==> src/rtl/bcd3_to_bin_seq_if.sv <==
// Handshake and data bundle for bcd3_to_bin_seq: digit request in, binary result out.
interface bcd3_to_bin_seq_if;
    logic       start;
    logic [3:0] x;
    logic [3:0] y;
    logic [3:0] z;
    logic [9:0] a;
    logic       busy;
    logic       done;
    logic       err;

    modport master (output start, x, y, z, input a, busy, done, err);
    modport slave  (input start, x, y, z, output a, busy, done, err);
endinterface

==> src/rtl/bcd3_to_bin_seq.sv <==
// Sequential 3-digit BCD to 10-bit binary converter (reverse double-dabble, 10 iterations).
// Define BCD2BIN_RANGE_CHK_EN to reject digits > 9 with err and a one-cycle completion.
module bcd3_to_bin_seq (
    input logic               clk,
    input logic               rst_n,
    bcd3_to_bin_seq_if.slave  bus
);
    typedef enum logic [1:0] {IDLE = 2'b00, SHIFT = 2'b01} state_t;

    state_t      state, state_nx;
    logic [11:0] bcd, bcd_nx;
    logic [9:0]  bin, bin_nx;
    logic [3:0]  cnt;
    logic [9:0]  a_q;
    logic        busy_q, done_q;
    logic        last;
    logic        bad;
    logic [21:0] shifted;

    function automatic logic [3:0] adj(input logic [3:0] n);
        return (n >= 4'd8) ? n - 4'd3 : n;
    endfunction

    // One iteration: shift the whole {bcd,bin} right, then correct each BCD nibble.
    always_comb begin
        shifted = {1'b0, bcd, bin[9:1]};
        bcd_nx  = {adj(shifted[21:18]), adj(shifted[17:14]), adj(shifted[13:10])};
        bin_nx  = shifted[9:0];
        last    = (cnt == 4'd9);
    end

    always_ff @(posedge clk or negedge rst_n) begin
        if (!rst_n) state <= IDLE;
        else        state <= state_nx;
    end

    always_comb begin
        state_nx = state;
        unique case (state)
            IDLE:    if (bus.start) state_nx = SHIFT;
            SHIFT:   if (bad || last) state_nx = IDLE;
            default: state_nx = IDLE;
        endcase
    end

    always_ff @(posedge clk or negedge rst_n) begin
        if (!rst_n) begin
            bcd    <= '0;
            bin    <= '0;
            cnt    <= '0;
            a_q    <= '0;
            busy_q <= 1'b0;
            done_q <= 1'b0;
        end else begin
            done_q <= 1'b0;
            unique case (state)
                IDLE: begin
                    if (bus.start) begin
                        bcd    <= {bus.x, bus.y, bus.z};
                        bin    <= '0;
                        cnt    <= '0;
                        busy_q <= 1'b1;
                    end
                end
                SHIFT: begin
                    if (bad) begin
                        a_q    <= '0;
                        done_q <= 1'b1;
                        busy_q <= 1'b0;
                    end else begin
                        bcd <= bcd_nx;
                        bin <= bin_nx;
                        cnt <= cnt + 4'd1;
                        if (last) begin
                            a_q    <= bin_nx;
                            done_q <= 1'b1;
                            busy_q <= 1'b0;
                        end
                    end
                end
                default: ;
            endcase
        end
    end

`ifdef BCD2BIN_RANGE_CHK_EN
    logic err_q;

    // Digit validity is latched at capture; the first SHIFT cycle then ends the request.
    always_ff @(posedge clk or negedge rst_n) begin
        if (!rst_n) begin
            bad   <= 1'b0;
            err_q <= 1'b0;
        end else if (state == IDLE && bus.start) begin
            bad   <= (bus.x > 4'd9) || (bus.y > 4'd9) || (bus.z > 4'd9);
            err_q <= 1'b0;
        end else if (state == SHIFT && bad) begin
            bad   <= 1'b0;
            err_q <= 1'b1;
        end
    end

    assign bus.err = err_q;
`else
    assign bad     = 1'b0;
    assign bus.err = 1'b0;
`endif

    assign bus.a    = a_q;
    assign bus.busy = busy_q;
    assign bus.done = done_q;
endmodule
==> src/flat_wrapper.sv <==
// flat-port wrapper written by rule: the top's interface ports become plain ports
module bcd3_to_bin_seq_flat 
  (clk, rst_n, bus_start, bus_x, bus_y, bus_z, bus_a, bus_busy, bus_done, bus_err);
  bcd3_to_bin_seq_if bus_i ();
  input logic clk;
  input logic rst_n;
  input wire logic [$bits(bus_i.start)-1:0] bus_start;
  input wire logic [$bits(bus_i.x)-1:0] bus_x;
  input wire logic [$bits(bus_i.y)-1:0] bus_y;
  input wire logic [$bits(bus_i.z)-1:0] bus_z;
  output wire logic [$bits(bus_i.a)-1:0] bus_a;
  output wire logic [$bits(bus_i.busy)-1:0] bus_busy;
  output wire logic [$bits(bus_i.done)-1:0] bus_done;
  output wire logic [$bits(bus_i.err)-1:0] bus_err;
  assign bus_i.start = bus_start;
  assign bus_i.x = bus_x;
  assign bus_i.y = bus_y;
  assign bus_i.z = bus_z;
  assign bus_a = bus_i.a;
  assign bus_busy = bus_i.busy;
  assign bus_done = bus_i.done;
  assign bus_err = bus_i.err;
  bcd3_to_bin_seq u_core (.clk(clk), .rst_n(rst_n), .bus(bus_i));
endmodule
==> config.mk <==
export PLATFORM = sky130hd
export DESIGN_NAME = bcd3_to_bin_seq_flat
export DESIGN_NICKNAME = d
export VERILOG_FILES = /design/src/rtl/bcd3_to_bin_seq_if.sv /design/src/rtl/bcd3_to_bin_seq.sv /design/src/flat_wrapper.sv
export SDC_FILE = /design/constraint.sdc
export NUM_CORES = 1
export LEC_CHECK = 0
export ABC_CLOCK_PERIOD_IN_PS = 2000
export CAP_MARGIN = 15
export CORE_UTILIZATION = 53
export DETAILED_ROUTE_END_ITERATION = 7
export PLACE_DENSITY = 0.87
export SETUP_SLACK_MARGIN = 0.1
export SYNTH_ARGS = -nofsm -noshare
export SYNTH_HDL_FRONTEND = slang
export SYNTH_SLANG_ARGS = --single-unit
==> constraint.sdc <==
create_clock -name clk -period 2 [get_ports clk]
set_clock_uncertainty 0.1 [all_clocks]
set_input_delay 0.5 -clock clk [delete_from_list [all_inputs] [get_ports clk]]
set_output_delay 0.5 -clock clk [all_outputs]
set_load 0.05 [all_outputs]
After elaboration in Yosys (flattened, before gate mapping). Cells that the tools add are included.

Register bits: 40. Output and inout port bits: 13. Logic and storage cells: 38.

Add/subtract/negate cells: 3. Order comparisons: 2. Eq/ne operators: 4. Multiplexer cells: 16. Reduce and logical (&&, ||, !) cells: 6.

Operators by type and width (count): one-hot mux 12 bit (2 select lines) (1); one-hot mux 10 bit (2 select lines) (1); two-way mux 12 bit (1); two-way mux 4 bit (3); two-way mux 10 bit (1); >= comparator 4 bit (second input constant) (2); one-hot mux 4 bit (2 select lines) (1); subtractor 4 x 2 -> 4 bit (second input constant) (2); AND reduction 2 bit (3); adder 4 x 1 -> 4 bit (second input constant) (1); == test 4 bit (second input constant) (1); two-way mux 1 bit (4); two-way mux 2 bit (2); one-hot mux 2 bit (2 select lines) (1); AND reduction 3 bit (1); == test 2 x 1 -> 1 bit (second input constant) (1); logical NOT 2 bit (1); != test 2 x 1 -> 1 bit (second input constant) (1); != test 2 bit (second input constant) (1); one-hot mux 1 bit (2 select lines) (1); nonzero test 2 bit (1).

Logic depth before layout (Yosys ltp). Gate-level depths: netlist of the first run.

Word-level depth: 3. Gate-level depth with buffers: 6.

Least setup slack after synthesis of the first run. No wires, ideal clock.

Path type: register to register. Start point: register, netlist name u_core.bus.busy. End point: register u_core.a_q[1], in the netlist u_core.bus.a[1]. Setup time: 125 ps. Arrival time: 1275 ps. Required time: 1775 ps. Path slack: 500 ps. Stages on the path, launching flop included: 4. Path buffers: 1. Period minus slack after synthesis: 1500 ps. Cell sequence: dfrtp_1 > nand4b_4 > buf_6 > mux2_4.

RTL lines: end signal, assigned (RTL line bcd3_to_bin_seq.sv:75) `a_q <= bin_nx;`; end, declared (RTL line bcd3_to_bin_seq.sv:14) `logic [9:0] a_q;`.

Worst setup path in the final report of the first run.
Start point: register u_core.busy_q, in the netlist u_core.bus.busy. End point: output port bus_busy.

RTL lines: start, declared (RTL line bcd3_to_bin_seq.sv:15) `logic busy_q, done_q;`; start signal, assigned (RTL line bcd3_to_bin_seq.sv:52) `busy_q <= 1'b0;`; start signal, assigned (RTL line bcd3_to_bin_seq.sv:62) `busy_q <= 1'b1;`; start signal, assigned (RTL line bcd3_to_bin_seq.sv:69) `busy_q <= 1'b0;`; end, declared (RTL line flat_wrapper.sv:12) `output wire logic [$bits(bus_i.busy)-1:0] bus_busy;`.

No word-level cell between the ends.

==> results of run 1 <==
[Yosys cell counts]
cell type	number
conb_1	1
nor2_1	3
a22o_1	3
a21oi_1	6
buf_4	3
a211oi_1	4
o21ai_0	14
dfrtp_1	37
mux2_4	9
buf_2	6
nand4b_4	1
buf_6	1
ha_1	6
xnor2_1	3
mux2_2	1
nand2_1	16
xor2_1	3
nand3_1	1
mux2i_1	10
o21a_1	1
nor2b_1	7
inv_1	6
nand2b_1	10
o31ai_1	1
o22ai_1	1
[flip-flops by register name (all words and copies together) (netlist names)]
signal           count
u_core.bcd          12
u_core.bin           9
u_core.bus.a        10
u_core.bus.busy      1
u_core.bus.done      1
u_core.cnt           4
[report_power, final]
part | switching (mW) | leakage, nW | internal [mW] | total [mW]
clock | 0.241 | 0.0303 | 0.165 | 0.405
sequential | 0.312 | 0.469 | 1.07 | 1.38
combinational | 0.821 | 0.525 | 0.684 | 1.50
total | 1.37 | 1.02 | 1.92 | 3.29
[layer usage]
| metal | share of wire | track usage | wire length (um) | vias to the layer above |
|---|---|---|---|---|
| met3 | 0.043 | 0.04113 | 130 | 7 |
| met2 | 0.47 | 0.3286 | 1417 | 29 |
| met4 | 0.020 | 0.08970 | 59 | 0 |
| li1 | - | - | - | 563 |
| met1 | 0.47 | 0.2518 | 1413 | 567 |
| met5 | 0 | 0 | 0 | - |
[kinds of logic after synthesis]
kind of cell,share of synthesized area
other,0.002114
adder cells (fa/ha/maj),0.04231
flip-flops,0.5219
AND/OR/NAND/NOR,0.1164
XOR/XNOR,0.02962
buffers and inverters,0.04866
multiplexers,0.1389
AO/OA/AOI/OAI,0.1002
[path summary, 6_finish.rpt]
path                                      start               to  slack [ns]  depth (start not counted)
worst max register to register    u_core.cnt[1]  u_core.bus.a[5]        0.45                          4
worst min-delay path              u_core.bcd[9]    u_core.bcd[8]        0.41                          2
worst min register to register    u_core.bcd[9]    u_core.bcd[8]        0.41                          2
min in group asynchronous                 rst_n  u_core.bus.a[0]        0.45                          2
worst max-delay path            u_core.bus.busy         bus_busy        0.23                          1
max in group asynchronous                 rst_n  u_core.bus.busy        1.02                          2
[metrics by stage]
step,worst slack (ns),power [mW],instances
final,0.2332,3.294,225
after global routing,0.1802,3.520,225
after CTS,0.2188,3.319,225
after detailed placement,0.1792,2.913,218
after global placement,0.2256,2.819,218
after floorplan,0.5002,2.497,154
[layout make-up]
type	instances	area, um2
Clock buffer	6	51.30
Clock inverter	1	7.507
Fill cell	250	993.5
Inverter	6	22.52
Multi-Input combinational cell	101	762.0
Sequential cell	37	925.9
Tap cell	44	55.05
Timing Repair Buffer	30	285.3
==> results.txt, run 1 <==
Setup CP Type -> reg2out
Synth area leaders -> dfrtp_1, mux2_4, mux2i_1
ANT nets after route -> 0
Sequential fraction of the synthesis area -> 0.5219
Commonest non-fill, non-tap cell in the layout -> dfrtp_1
Clk_lat worst skew -> 0.35 ns
Hold_ws -> 0.4073 ns
Area leader, netlist -> dfrtp_1
Postcts setup bufs -> 0
Slew Limit Fails -> 0
Power per cell area -> 1561 mW/mm2
Dpl cell area -> 0.002051 mm2
CP bufs+invs -> 1
Gate Count Post-Synth -> 154
Most frequent cells in the layout -> dfrtp_1, nand2_1, o21ai_0, clkdlybuf4s50_1, buf_4
Crit path cell chain -> buf_12
Root Driver -> clkbuf_4
Worst setup SP type -> flop
Die width -> 59.86 um
Die area -> 0.003583 mm2
I/O Buffers -> 26
Avg WL per Cell -> 13.42 um
Vias per cell -> 5.182
Crit Path Max Fanout -> 11
VDD IR max -> 0.0006953 V
Syn Area/Cell -> 11.52 um2
Total detailed-routing wirelength -> 3020 um
Period utilization -> 0.8834
Synthesized area -> 0.001774 mm2
Yosys top cell area share -> 0.5219
Row cnt -> 20
I/O pin total -> 28
Clock slew at reported path FFs -> 0.10 ns
DRC violations left -> 0
Fmax -> 566.0 MHz
H-tree levels -> 2
LEAKAGE -> 1.025 nW
Slowest Stage Delay on Critical Path -> 0.63 ns
Clock buffer count from CTS -> 5
Clock sinks -> 37
RSZ-0062 raised after global routing -> false
Crit path max-delay family -> flip-flops
#FFs+latches synth -> 37
GRT Overall Usage -> 0.1993
Starting DRT DRC Count -> 27
Core box area -> 0.003103 mm2
Min Tclk post-route -> 1.767 ns
TNS Setup -> 0 ns
Hold Buf Count CTS -> 0
Worst setup EP type -> primary output
Max clock buf depth -> 2
Pin count of the biggest net entering global routing -> 40
Area Growth Syn to Fin -> 18.90%
Share of cells above drive strength 1 -> 0.1878
Ant. Diodes -> 0
Via Count -> 1,166
Req. time, crit path -> 1.40 ns
Routability cong. -> 0.7084
Setup violations, final -> 0
Layout Nets -> 202
Total gr overflow -> 0
Arrival time worst endpoint -> 1.17 ns
TritonRoute pass-1 iters -> 4
Final Cell Area -> 0.002110 mm2
Synth Warn # -> 0
Final hold vios -> 0
Slowest CP cell -> dfrtp_1
Global-route wire length before repair -> 5119 um
Vias in the first global route -> 1,148
Hpwl dp -> 2143 um
TritonCTS clock tree -> done
Die height -> 59.86 um
Distinct cells, synth -> 25
Min-delay worst type -> reg2reg
Initial Util -> 0.5718
Net Count, Synth -> 175
PostCTS Resize Cnt -> 0
Initial antenna violation count -> 0
Utilization after layout -> 0.6798
Status -> completed
MaxCap Viol Count -> 0
(Power assumes the default switching activity.)
==> inputs of run 2 (changes only) <==
--- a/config.mk
+++ b/config.mk
@@ -5,7 +5,7 @@
 export SDC_FILE = /design/constraint.sdc
 export NUM_CORES = 1
 export LEC_CHECK = 0
-export ABC_CLOCK_PERIOD_IN_PS = 2000
+export ABC_CLOCK_PERIOD_IN_PS = 1800
 export CAP_MARGIN = 15
 export CORE_UTILIZATION = 53
 export DETAILED_ROUTE_END_ITERATION = 7
==> constraint.sdc (replaced) <==
create_clock -name clk -period 1.8 [get_ports clk]
set_clock_uncertainty 0.1 [all_clocks]
set_input_delay 0.45 -clock clk [delete_from_list [all_inputs] [get_ports clk]]
set_output_delay 0.45 -clock clk [all_outputs]
set_load 0.05 [all_outputs]
==> run 2 against run 1 <==
  * Utilization is 4.3 points higher
  * Sequential power up 13%
  * Largest power group unchanged
  * Largest cell class unchanged
  * Die area did not move
  * Worst setup slack lost 0.0020 ns
  * Critical path type unchanged
  * Highest routed layer unchanged
  * Non-clock buffer count grew 1
  * Global-route usage is 0.083 points lower
==> results.txt, run 2 (same netlist as run 1, synthesis figures left out) <==
Status -> completed
Total detailed-routing wirelength -> 3028 um
Routability cong. -> 0.7113
Hpwl dp -> 2091 um
Vias per cell -> 5.123
I/O Buffers -> 26
Power share of the clock group -> 0.150
Area Growth Syn to Fin -> 26.45%
Sw Ratio -> 0.3882
Internal power -> 2.466 mW
GRT Overall Usage -> 0.1984
Final hold vios -> 0
Initial antenna violation count -> 0
MaxCap Viol Count -> 0
Setup slack, reg-to-reg -> 0.27 ns
Vias in the first global route -> 1,125
Worst r2r src -> u_core.cnt[1]
Gate power share -> 0.462
Die height -> 59.86 um
TNS Setup -> 0 ns
CP Launch Point -> u_core.bus.busy
Ant. Diodes -> 0
Initial Util -> 0.5718
Die width -> 59.86 um
Layout Nets -> 203
Psw -> 1.565 mW
ANT nets after route -> 0
Slowest CP cell -> dfrtp_1
TritonCTS clock tree -> done
Min Tclk post-route -> 1.569 ns
VDD IR max -> 0.001030 V
Power per cell area -> 1797 mW/mm2
Root Driver -> clkbuf_4
Fmax -> 637.4 MHz
I/O pin total -> 28
Hold Buf Count CTS -> 0
Die area -> 0.003583 mm2
Row cnt -> 20
Worst setup SP type -> flop
Max reg flops -> 12
TritonRoute pass-1 iters -> 4
Commonest non-fill, non-tap cell in the layout -> dfrtp_1
Slowest Stage Delay on Critical Path -> 0.51 ns
Total gr overflow -> 0
CP bufs+invs -> 1
Global Route met2 Usage -> 0.3127
Worst setup EP type -> primary output
Most frequent cells in the layout -> dfrtp_1, nand2_1, o21ai_0, clkdlybuf4s50_1
Met1 usage -> 0.2560
Max clock buf depth -> 2
Crit path cell chain -> buf_12
Arrival time worst endpoint -> 1.02 ns
Met3 Use GR -> 0.06061
Global-route wire length before repair -> 5140 um
Busiest grt layer -> met2
Setup CP Type -> reg2out
DRC violations left -> 0
Slew Limit Fails -> 0
Pre-CTS WS -> 0.009790 ns
Pin count of the biggest net entering global routing -> 38
Core box area -> 0.003103 mm2
Req. time, crit path -> 1.25 ns
Clock sinks -> 37
Setup violations, final -> 0
Starting DRT DRC Count -> 52
Avg WL per Cell -> 13.34 um
H-tree levels -> 2
Reg power frac -> 0.388
Crit Path Max Fanout -> 5
Postcts setup bufs -> 0
Via Count -> 1,163
Clock buffer count from CTS -> 5
Period utilization -> 0.8716
Final setup margin -> 0.2312 ns
Power after layout -> 4.032 mW
PostCTS Resize Cnt -> 0
RSZ-0062 raised after global routing -> false
Share of cells above drive strength 1 -> 0.1913
Crit path max-delay family -> flip-flops
Largest Register -> u_core.bcd
Clk_lat worst skew -> 0.34 ns
Clock slew at reported path FFs -> 0.11 ns
LEAKAGE -> 1.075 nW
Min-delay worst type -> in2async
==> run 2: changes by cell type in the layout (fill, tap and decap cells not counted), sizes merged <==
cell and change:
buf +1, bufinv +1, clkbuf +1, clkinvlp -1
==> run 2: final timing paths <==
| path | to | cells after the start |
|---|---|---|
| max | bus_busy | 1 |
| min | u_core.bin[3] | 2 |
| max reg2reg | u_core.bus.a[8] | 4 |
| min reg2reg | u_core.bcd[10] | 2 |
| max in group asynchronous | u_core.cnt[1] | 2 |
| min in group clk | u_core.bcd[10] | 2 |
==> run 2: final cells by class <==
cell class / count / area [um2]
Sequential cell: 37 / 925.9
Fill cell: 239 / 859.6
Multi-Input combinational cell: 101 / 762.0
Timing Repair Buffer: 31 / 392.9
Clock buffer: 7 / 55.05
Tap cell: 44 / 55.05
Clock inverter: 1 / 30.03
Inverter: 6 / 22.52
==> run 2: per-layer routing <==
layer | vias to the layer above | part of all wire
li1 | 567 | -
met1 | 562 | 0.46
met2 | 28 | 0.47
met3 | 6 | 0.047
met4 | 0 | 0.015
met5 | - | 0
==> run 2: stage by stage <==
| stage | instance area (um2) | instances | util | hold slack (ns) |
|---|---|---|---|---|
| after floorplan | 1774 | 154 | - | 0.05441 |
| after global placement | 2158 | 219 | 0.6956 | 0.3640 |
| after detailed placement | 2158 | 219 | 0.6956 | 0.3715 |
| after CTS | 2243 | 227 | 0.7230 | 0.3717 |
| after global routing | 2243 | 227 | 0.7230 | 0.3660 |
| final | 2243 | 227 | 0.7230 | 0.3712 |
==> run 2: power groups by stage <==
| stage | sequential [mW] | combinational (mW) | clock, mW |
|---|---|---|---|
| 3_5_place_dp | 1.57 | 1.88 | 0 |
| 4_1_cts | 1.56 | 1.88 | 0.616 |
| 6_report | 1.56 | 1.86 | 0.604 |
| 2_1_floorplan | 1.84 | 0.931 | 0 |
| 3_3_place_gp | 1.55 | 1.81 | 0 |
| 5_1_grt | 1.61 | 2.02 | 0.656 |
